### config.mk
export PLATFORM = sky130hd
export DESIGN_NAME = div_seq_ctrl
export DESIGN_NICKNAME = d
export VERILOG_FILES = /design/src/rtl/div_seq_ctrl.sv
export SDC_FILE = /design/constraint.sdc
export NUM_CORES = 1
export LEC_CHECK = 0
export CORE_ASPECT_RATIO = 0.75
export CORE_MARGIN = 2
export CORE_UTILIZATION = 56
export CTS_BUF_LIST = sky130_fd_sc_hd__clkbuf_2
export DETAILED_ROUTE_END_ITERATION = 7
export GPL_TIMING_DRIVEN = 0
export HOLD_SLACK_MARGIN = 0.06
export MAX_ROUTING_LAYER = met4
export PLACE_DENSITY = 0.86
export SETUP_SLACK_MARGIN = 0.3
export SYNTH_ARGS = -nofsm -noshare
export SYNTH_HDL_FRONTEND = slang
export SYNTH_SLANG_ARGS = --single-unit
### constraint.sdc
create_clock -name clk -period 5.99 [get_ports clk]
set_input_delay 1.4975 -clock clk [delete_from_list [all_inputs] [get_ports clk]]
set_output_delay 1.4975 -clock clk [all_outputs]
set_load 0.005 [all_outputs]
### src/rtl/div_seq_ctrl.sv
// div_seq_ctrl: sequential restoring divider controller for the CPU DIV operation.
// Latches a dividend/divisor pair on start, runs one restoring step per clock for
// WIDTH cycles, then applies signs and pulses done with quotient (LO) and
// remainder (HI). A zero divisor short-circuits straight to DONE.
module div_seq_ctrl #(
    parameter int WIDTH = 32,
    parameter int CNT_W = 6
) (
    input  logic             clk,
    input  logic             clr_n,
    input  logic             start,
    input  logic             sign_op,
    input  logic [WIDTH-1:0] dividend,
    input  logic [WIDTH-1:0] divisor,
    output logic             busy,
    output logic             done,
    output logic             div_zero,
    output logic [WIDTH-1:0] quotient,
    output logic [WIDTH-1:0] remainder
);

    typedef enum logic [2:0] {
        S_IDLE  = 3'd0,
        S_SETUP = 3'd1,
        S_ITER  = 3'd2,
        S_FIX   = 3'd3,
        S_DONE  = 3'd4
    } state_t;

    state_t             r_state;
    state_t             w_next;

    logic               r_sign;     // sign_op captured at start
    logic [WIDTH-1:0]   r_dvd;      // raw dividend captured at start
    logic [WIDTH-1:0]   r_dvs;      // raw divisor captured at start
    logic [WIDTH-1:0]   r_d;        // dividend magnitude, shifts out MSB-first, collects quotient bits
    logic [WIDTH-1:0]   r_m;        // divisor magnitude
    logic [WIDTH-1:0]   r_p;        // partial remainder; always < r_m so WIDTH bits suffice between steps
    logic [CNT_W-1:0]   r_cnt;
    logic               r_q_neg;
    logic               r_r_neg;

    logic [WIDTH-1:0]   w_dvd_abs;
    logic [WIDTH-1:0]   w_dvs_abs;
    logic [WIDTH:0]     w_p_sh;     // (WIDTH+1)-bit shifted partial remainder
    logic [WIDTH:0]     w_t;        // trial subtraction; MSB set means borrow
    logic               w_last;

    // Magnitudes for the signed path; unsigned ops pass raw values through.
    // -0x8000... wraps to itself, which is the correct unsigned magnitude.
    assign w_dvd_abs = (r_sign && r_dvd[WIDTH-1]) ? -r_dvd : r_dvd;
    assign w_dvs_abs = (r_sign && r_dvs[WIDTH-1]) ? -r_dvs : r_dvs;

    // One restoring step: shift in the next dividend bit, trial-subtract the divisor.
    assign w_p_sh = {r_p, r_d[WIDTH-1]};
    assign w_t    = w_p_sh - {1'b0, r_m};
    assign w_last = (r_cnt == CNT_W'(WIDTH - 1));

    // State register.
    // NOTE: sequential state uses non-blocking (<=) so every register samples pre-edge values.
    always_ff @(posedge clk or negedge clr_n) begin
        if (!clr_n) r_state <= S_IDLE;
        else        r_state <= w_next;
    end

    // Next-state and status outputs.
    // NOTE: defaults come first so no path leaves an output unassigned (no latch inferred).
    always_comb begin
        w_next = r_state;
        busy   = 1'b0;
        done   = 1'b0;
        case (r_state)
            S_IDLE:  if (start) w_next = S_SETUP;
            S_SETUP: begin
                busy   = 1'b1;
                w_next = (r_dvs == '0) ? S_DONE : S_ITER;
            end
            S_ITER: begin
                busy = 1'b1;
                if (w_last) w_next = S_FIX;
            end
            S_FIX: begin
                busy   = 1'b1;
                w_next = S_DONE;
            end
            S_DONE: begin
                done   = 1'b1;
                w_next = S_IDLE;
            end
            default: w_next = S_IDLE;
        endcase
    end

    // Datapath: operand capture, magnitude setup, iteration and result write-back.
    // NOTE: every datapath and result register is reset so an aborted operation leaves no stale state.
    always_ff @(posedge clk or negedge clr_n) begin
        if (!clr_n) begin
            r_sign    <= 1'b0;
            r_dvd     <= '0;
            r_dvs     <= '0;
            r_d       <= '0;
            r_m       <= '0;
            r_p       <= '0;
            r_cnt     <= '0;
            r_q_neg   <= 1'b0;
            r_r_neg   <= 1'b0;
            div_zero  <= 1'b0;
            quotient  <= '0;
            remainder <= '0;
        end else begin
            case (r_state)
                S_IDLE: begin
                    if (start) begin
                        r_sign   <= sign_op;
                        r_dvd    <= dividend;
                        r_dvs    <= divisor;
                        div_zero <= 1'b0;
                    end
                end
                S_SETUP: begin
                    if (r_dvs == '0) begin
                        div_zero  <= 1'b1;
                        quotient  <= '1;
                        remainder <= r_dvd;
                    end else begin
                        r_d     <= w_dvd_abs;
                        r_m     <= w_dvs_abs;
                        r_q_neg <= r_sign & (r_dvd[WIDTH-1] ^ r_dvs[WIDTH-1]);
                        r_r_neg <= r_sign & r_dvd[WIDTH-1];
                        r_p     <= '0;
                        r_cnt   <= '0;
                    end
                end
                S_ITER: begin
                    if (w_t[WIDTH]) begin
                        r_p <= w_p_sh[WIDTH-1:0];
                        r_d <= {r_d[WIDTH-2:0], 1'b0};
                    end else begin
                        r_p <= w_t[WIDTH-1:0];
                        r_d <= {r_d[WIDTH-2:0], 1'b1};
                    end
                    r_cnt <= r_cnt + 1'b1;
                end
                S_FIX: begin
                    quotient  <= r_q_neg ? -r_d : r_d;
                    remainder <= r_r_neg ? -r_p : r_p;
                end
                default: ;
            endcase
        end
    end

endmodule

==> results of run 1 <==
==> stage by stage <==
| stage | total power, uW | cell area (sq um) |
|---|---|---|
| final | 9857 | 16020 |
| after global routing | 10570 | 16020 |
| after CTS | 9766 | 16020 |
| after detailed placement | 8663 | 15540 |
| after global placement | 8470 | 15510 |
| after floorplan | 6862 | 13750 |
==> synth_stat cells (all sizes together) (7+ instances only) <==
master    n
inv      56
a221o    17
or3      20
xnor2    90
o21ai   161
nor3     41
nor2     88
and3     12
a22oi    17
nor4      7
clkbuf   53
nand3    21
nand2   145
o211ai    7
buf      23
xor2     61
dfrtp   237
a21oi    84
mux2i    55
o31ai    28
nand4     9
o41ai    11
ha       37
a21o     13
or4      14
mux2     62
==> layout make-up <==
type	instances	area share [%]
well taps	331	2.585
repair buffers	135	8.576
plain buffers	76	2.140
clock buffers	84	2.624
clock inverters	8	0.3749
multi-input cells	1074	45.36
flip-flops and latches	237	37.02
inverters	56	1.312
==> per-layer routing <==
layer  track usage (%)  vias up  wire length [um]
li1                  -     5564                 -
met1             46.66     5921             17490
met2             44.83      663             16530
met3             6.438      117              4152
met4             10.74        0              1266
met5                 -        -                 0
==> kinds of logic (layout without fill, tap and decap cells) <==
| family | count (synthesis) | count (layout) | share of synthesized area, % |
|---|---|---|---|
| buf+inv | 132 | 359 | 4.022 |
| compound gates | 381 | 381 | 17.18 |
| mux | 117 | 117 | 9.081 |
| xor+xnor | 151 | 151 | 9.672 |
| fa+ha+maj | 38 | 38 | 3.512 |
| simple gates | 387 | 387 | 13.40 |
| flops | 237 | 237 | 43.13 |
==> worst reg2reg max path: stages, from the launching register on <==
cell and delay [ns]:
dfrtp_1 0.38, inv_1 0.16, ha_1 0.28, fa_1 0.42
nor2b_1 0.21, o2111ai_1 0.18, a31oi_2 0.52, a2111oi_2 0.21
nor3_2 0.28, o221ai_2 0.16, xnor2_2 0.52, buf_2 0.42
nand2_1 0.25, o21ai_0 0.25
==> flip-flops by register name (all words and copies together), names as in the netlist <==
name,flops
div_zero,1
quotient,32
r_cnt,6
r_d,32
r_dvd,32
r_dvs,32
r_m,32
r_p,32
r_q_neg,1
r_r_neg,1
r_sign,1
r_state,3
remainder,32
==> worst paths after layout <==
| kind | end | cells past startpoint |
|---|---|---|
| min | r_m[12] | 2 |
| max | r_p[31] | 13 |
| max in group asynchronous | r_d[11] | 2 |
| max reg2reg | r_p[31] | 13 |
| min in group asynchronous | quotient[29] | 1 |
| min reg2reg | r_m[12] | 2 |
==> power breakdown <==
| part | internal (uW) | switching, uW |
|---|---|---|
| Clock | 408 | 673 |
| Combinational | 2570 | 3010 |
| Sequential | 2330 | 861 |
==> impl_results.md, run 1 <==
* Status: complete, no violations
* CTS root buf: clkbuf_2
* Crit-path max FO at 10
* Yosys warning total at 0
* All-layer global routing usage at 32.13%
* Sequential standard cell area at 5931 sq um
* Die Area at 25840 sq um
* Mapped Area at about 14000 sq um
* Flop2flop setup slack at 1.63 ns
* Wirelength per Cell at between 15 and 20 um
* Setup Skew at 0.06935 ns
* Critical path's slowest cell: a31oi_2
* Commonest non-fill, non-tap cell in the layout: dfrtp_1
* Final Max Tran Viols at 0
* DRT Pass-1 Iters at 7
* Cells after synthesis at 1443
* CTS max path bufs at 3
* CP Buf/Inv Count at 2
* HP Class: flip-flop to flip-flop
* Remaining DRCs at 0
* # rows at slightly below 50
* Final GP Congestion at 0.9469
* Max Cap Viol at 0
* Number of global-route vias before repair at about 12000
* Cell taking the most area after synthesis: dfrtp_1
* Nets at 1743
* CTS tree: done
* Setup bufs post-CTS at 0
* Initial antenna violation count at 0
* Power Dens Cells at 615.4 nW/um^2
* CTS Hold Buffers Added at 0
* CP cell instances: inv_1 > ha_1 > fa_1 > nor2b_1 > o2111ai_1 > a31oi_2 > a2111oi_2 > nor3_2 > o221ai_2 > xnor2_2 > buf_2 > nand2_1 > o21ai_0
* Post-Route Utilization at 66.65%
* Synth area leaders: dfrtp_1 (43%), xnor2_1 (5.7%), mux2_2 (5.1%)
* Unique masters post-synth at 73
* Part of the Yosys area used for sequential elements at approximately 43%
* Final period utilization at 72.77%
* DP Wirelength at a little under 30000 um
* Clock latency at the later pin of the worst-skew pair at ~0.9 ns
* P&R area growth vs syn at 16.50%
* Worst setup path start: r_d[31]
* CTS resizes at 0
* Crit Path Category: flip-flop to flip-flop
* CP Capture Type: flip-flop
* Worst-path clk slew at 0.12 ns
* Synth Net Count at 1549
* Total number of vias at between 10000 and 15000
* Static leakage at 0.006694 uW
* Layout cell share with drive strength beyond 1 at 11.50%
* Post-Place Worst Slack at 1.869 ns
* Mean area per synthesized cell at ~9.5 sq um
* Final Hold Fails at 0
* RSZ-0062 raised after global routing: false
* Async SR Flop Fraction at 100.0%
* Largest net degree at the start of global routing at 124
* Number of flops mapped to enable cells by yosys at 0
* CTS H-tree lvls at 2
* Area of the multi-input gates at 7267 sq um
* Width of the chip at 184.9 um
* TritonCTS buffer count at 57
* Clk sink count at 237
* Core area at ~24000 sq um
* R2r startpoint: r_d[31]
* Vias per Instance at about 6
* Peak VDD IR at 0.2390 mV
* Delay-heaviest family, CP: compound AO/OA/AOI/OAI gates
* Sum Neg Setup Slack at 0 ns
* Fill cells at 1966
* Antenna cell count at 0
* Crit path DAT at between 5 and 6 ns
* Synth Register Bits at roughly 240
* Most used DFF post-synth: dfrtp_1
* Crit start category: flip-flop
* Max Clock Freq at around 230 MHz
* Total routed wirelength at 39440 um
* Die extent in y at 139.7 um
* Grt total ovfl at 0
* Initial Utilization at 57.22%
* Port Buf Inserts at 134
* Dpl cells at 1909
* Endpoints failing setup at 0
* Non-Filler Instances at 2001
* Required time of the critical path at 6.76 ns
* Max incr delay on CP at 0.52 ns
* # IOs at roughly 140
* DRT iter0 DRCs at 1342
* Normalized max-slew margin at 32.55%
* Most frequent cells in the layout: dfrtp_1 (237), nand2_1 (144), o21ai_0 (139)
* HP Start: r_m[12]
* Slew @ Worst Pin at 0.9977 ns
* Synth top area share at 43.13%
* Post-DRT Antenna Nets at 0
* Final worst-path setup slack at 1.631 ns
* Hold slack at 0.4927 ns
* First-pass GRT wire length at ~64000 um
* Final min period at 4.359 ns
(Power assumes the default switching activity.)
==> inputs of run 2 (changes only) <==
CORE_UTILIZATION = 54   (was 56)
PLACE_DENSITY = 0.87   (was 0.86)
clock period = 3.75 ns   (was 5.99 ns; I/O delays follow)
==> impl_results.md, run 2 (synthesis results as in run 1) <==
* Grt total ovfl at 0 (unchanged)
* DRT iter0 DRCs at 1627 (+21%)
* Initial Utilization at 55.09% (-2.1 points)
* Nets at 1760 (+0.98%)
* Final Max Tran Viols at 0 (unchanged)
* Net switching power at 7494 uW (+65%)
* DP Wirelength at 29010 um (-0.98%)
* Antenna cell count at 0 (unchanged)
* Crit path DAT at 4.07 ns (-1.06 ns)
* CTS root buf: clkbuf_2
* Endpoints failing setup at 0 (unchanged)
* Vias per Instance at 6.088 (-0.68%)
* All-layer global routing usage at 30.57% (-1.6 points)
* Core area at 24960 sq um (+3.9%)
* Layout cell share with drive strength beyond 1 at 13.86% (+2.4 points)
* First-pass GRT wire length at 63400 um (-0.89%)
* Final period utilization at 89.33% (+17 points)
* Remaining DRCs at 0 (unchanged)
* Final min period at 3.350 ns (-1.009 ns)
* Static leakage at 0.006810 uW (+1.7%)
* Status: complete, no violations
* Setup Skew at 0.1035 ns (+0.03411 ns)
* TritonCTS buffer count at 60 (+5.3%)
* Slew @ Worst Pin at 0.9501 ns (-0.04754 ns)
* Max Clock Freq at 298.5 MHz (+30%)
* Sequential fraction of design power at 31.4% (-1.0 points)
* Sum Neg Setup Slack at 0 ns (unchanged)
* Final GP Congestion at 0.9559 (+0.95%)
* Port Buf Inserts at 134 (unchanged)
* Wirelength per Cell at 19.57 um (-0.72%)
* Max Cap Viol at 0 (unchanged)
* Internal at 8810 uW (+66%)
* Power Dens Cells at 998.0 nW/um^2 (+62%)
* RSZ-0062 raised after global routing: false
* Largest net degree at the start of global routing at 123 (-0.81%)
* # IOs at 135 (unchanged)
* # rows at 50 (+2.0%)
* CTS max path bufs at 3 (unchanged)
* Gate power share at 58.0% (+1.4 points)
* Sequential standard cell area at 5937 sq um (+0.11%)
* Worst setup path start: r_p[3]
* Width of the chip at 188.3 um (+1.8%)
* Total routed wirelength at 39780 um (+0.87%)
* Clock share of power at 10.6% (-0.4 points)
* R2r startpoint: r_p[3]
* Required time of the critical path at 4.47 ns (-2.29 ns)
* Post-DRT Antenna Nets at 0 (unchanged)
* Fill cells at 1990 (+1.2%)
* CP Capture Type: flip-flop
* DRT Pass-1 Iters at 8 (+1)
* Crit-path max FO at 10 (unchanged)
* Final Hold Fails at 0 (unchanged)
* Number of global-route vias before repair at 11920 (-0.12%)
* Crit Path Category: flip-flop to flip-flop
* Die extent in y at 142.2 um (+1.8%)
* Most frequent cells in the layout: dfrtp_1 (232), nand2_1 (143), o21ai_0 (136)
* Initial antenna violation count at 0 (unchanged)
* Flop2flop setup slack at 0.40 ns (-1.23 ns)
* CTS tree: done
* Die Area at 26770 sq um (+3.6%)
* Commonest non-fill, non-tap cell in the layout: dfrtp_1
* CTS H-tree lvls at 2 (unchanged)
* Sw frac at 45.96% (-0.18 points)
* P&R area growth vs syn at 18.80%
* Area of the multi-input gates at 7386 sq um (+1.6%)
* Final worst-path setup slack at 0.4000 ns (-1.231 ns)
* Clk sink count at 237 (unchanged)
* Total number of vias at 12380 (+0.91%)
* Clock latency at the later pin of the worst-skew pair at 0.93 ns (+0.03 ns)
* HP Class: input port to async pin
* Normalized max-slew margin at 36.66% (+4.1 points)
* Post-Place Worst Slack at -0.3600 ns (-2.229 ns)
* Worst-path clk slew at 0.12 ns (about the same)
* Peak VDD IR at 0.4557 mV (+91%)
* Crit start category: flip-flop
[run 2: area by class of cell]
class | count | share of cell area, %
multi-input combinational | 1074 | 45.21
sequential | 237 | 36.34
timing repair buffer | 149 | 9.130
clock buffer | 88 | 2.696
tap | 338 | 2.589
buffer | 76 | 2.344
inverter | 56 | 1.287
clock inverter | 15 | 0.3983
[run 2: worst max-delay path, stage by stage (launching register included)]
cell and delay [ns]:
dfrtp_2 0.47, ha_2 0.34, and3_1 0.21, a211oi_2 0.28, a31oi_4 0.19, a2111oi_4 0.46
nor3_2 0.12, o221ai_2 0.29, xnor2_4 0.17, buf_12 0.16, buf_8 0.16, mux2i_1 0.21
o21ai_0 0.10
[run 2: final timing paths]
check,end,cells after the start
min in group clk,r_m[23],2
hold / removal,quotient[29],1
setup / recovery,r_p[13],12
setup reg to reg,r_p[13],12
hold reg to reg,r_m[23],2
max in group asynchronous,r_p[14],2
[run 2: metrics by stage]
| step | hold slack [ns] | area, sq um | total power, uW | utilization (%) | std cells |
|---|---|---|---|---|---|
| 2_1_floorplan | 0.4498 | 13750 | 10960 | - | 1443 |
| 3_3_place_gp | 0.4694 | 15510 | 13540 | 62.16 | 1915 |
| 3_5_place_dp | 0.4710 | 15550 | 13820 | 62.29 | 1916 |
| 4_1_cts | 0.1228 | 16170 | 15870 | 64.79 | 2024 |
| 5_1_grt | 0.1467 | 16340 | 17460 | 65.44 | 2033 |
| 6_report | 0.08840 | 16340 | 16300 | 65.44 | 2033 |
[run 2: layer usage]
metal / vias to the layer above / track usage, % / share of wire (%)
li1: 5588 / - / -
met1: 6038 / 44.33 / 44
met2: 663 / 44.36 / 43
met3: 88 / 5.251 / 10
met4: 0 / 8.206 / 2.6
met5: - / - / 0
[run 2: timing repair]
action / in CTS / in global routing
pin swaps: 5 / 9
buffers inserted: 5 / 9
hold buffers: 0 / 0
gates resized for setup: 13 / 33
setup endpoints to repair: 34 / 62
[run 2: power groups by stage]
stage / Clock, uW / Combinational [uW] / Sequential (uW)
floorplan: 0 / 6270 / 4690
global placement: 0 / 8480 / 5060
detailed placement: 0 / 8720 / 5100
CTS: 1750 / 9060 / 5060
global route: 1890 / 10300 / 5250
finish: 1730 / 9460 / 5120
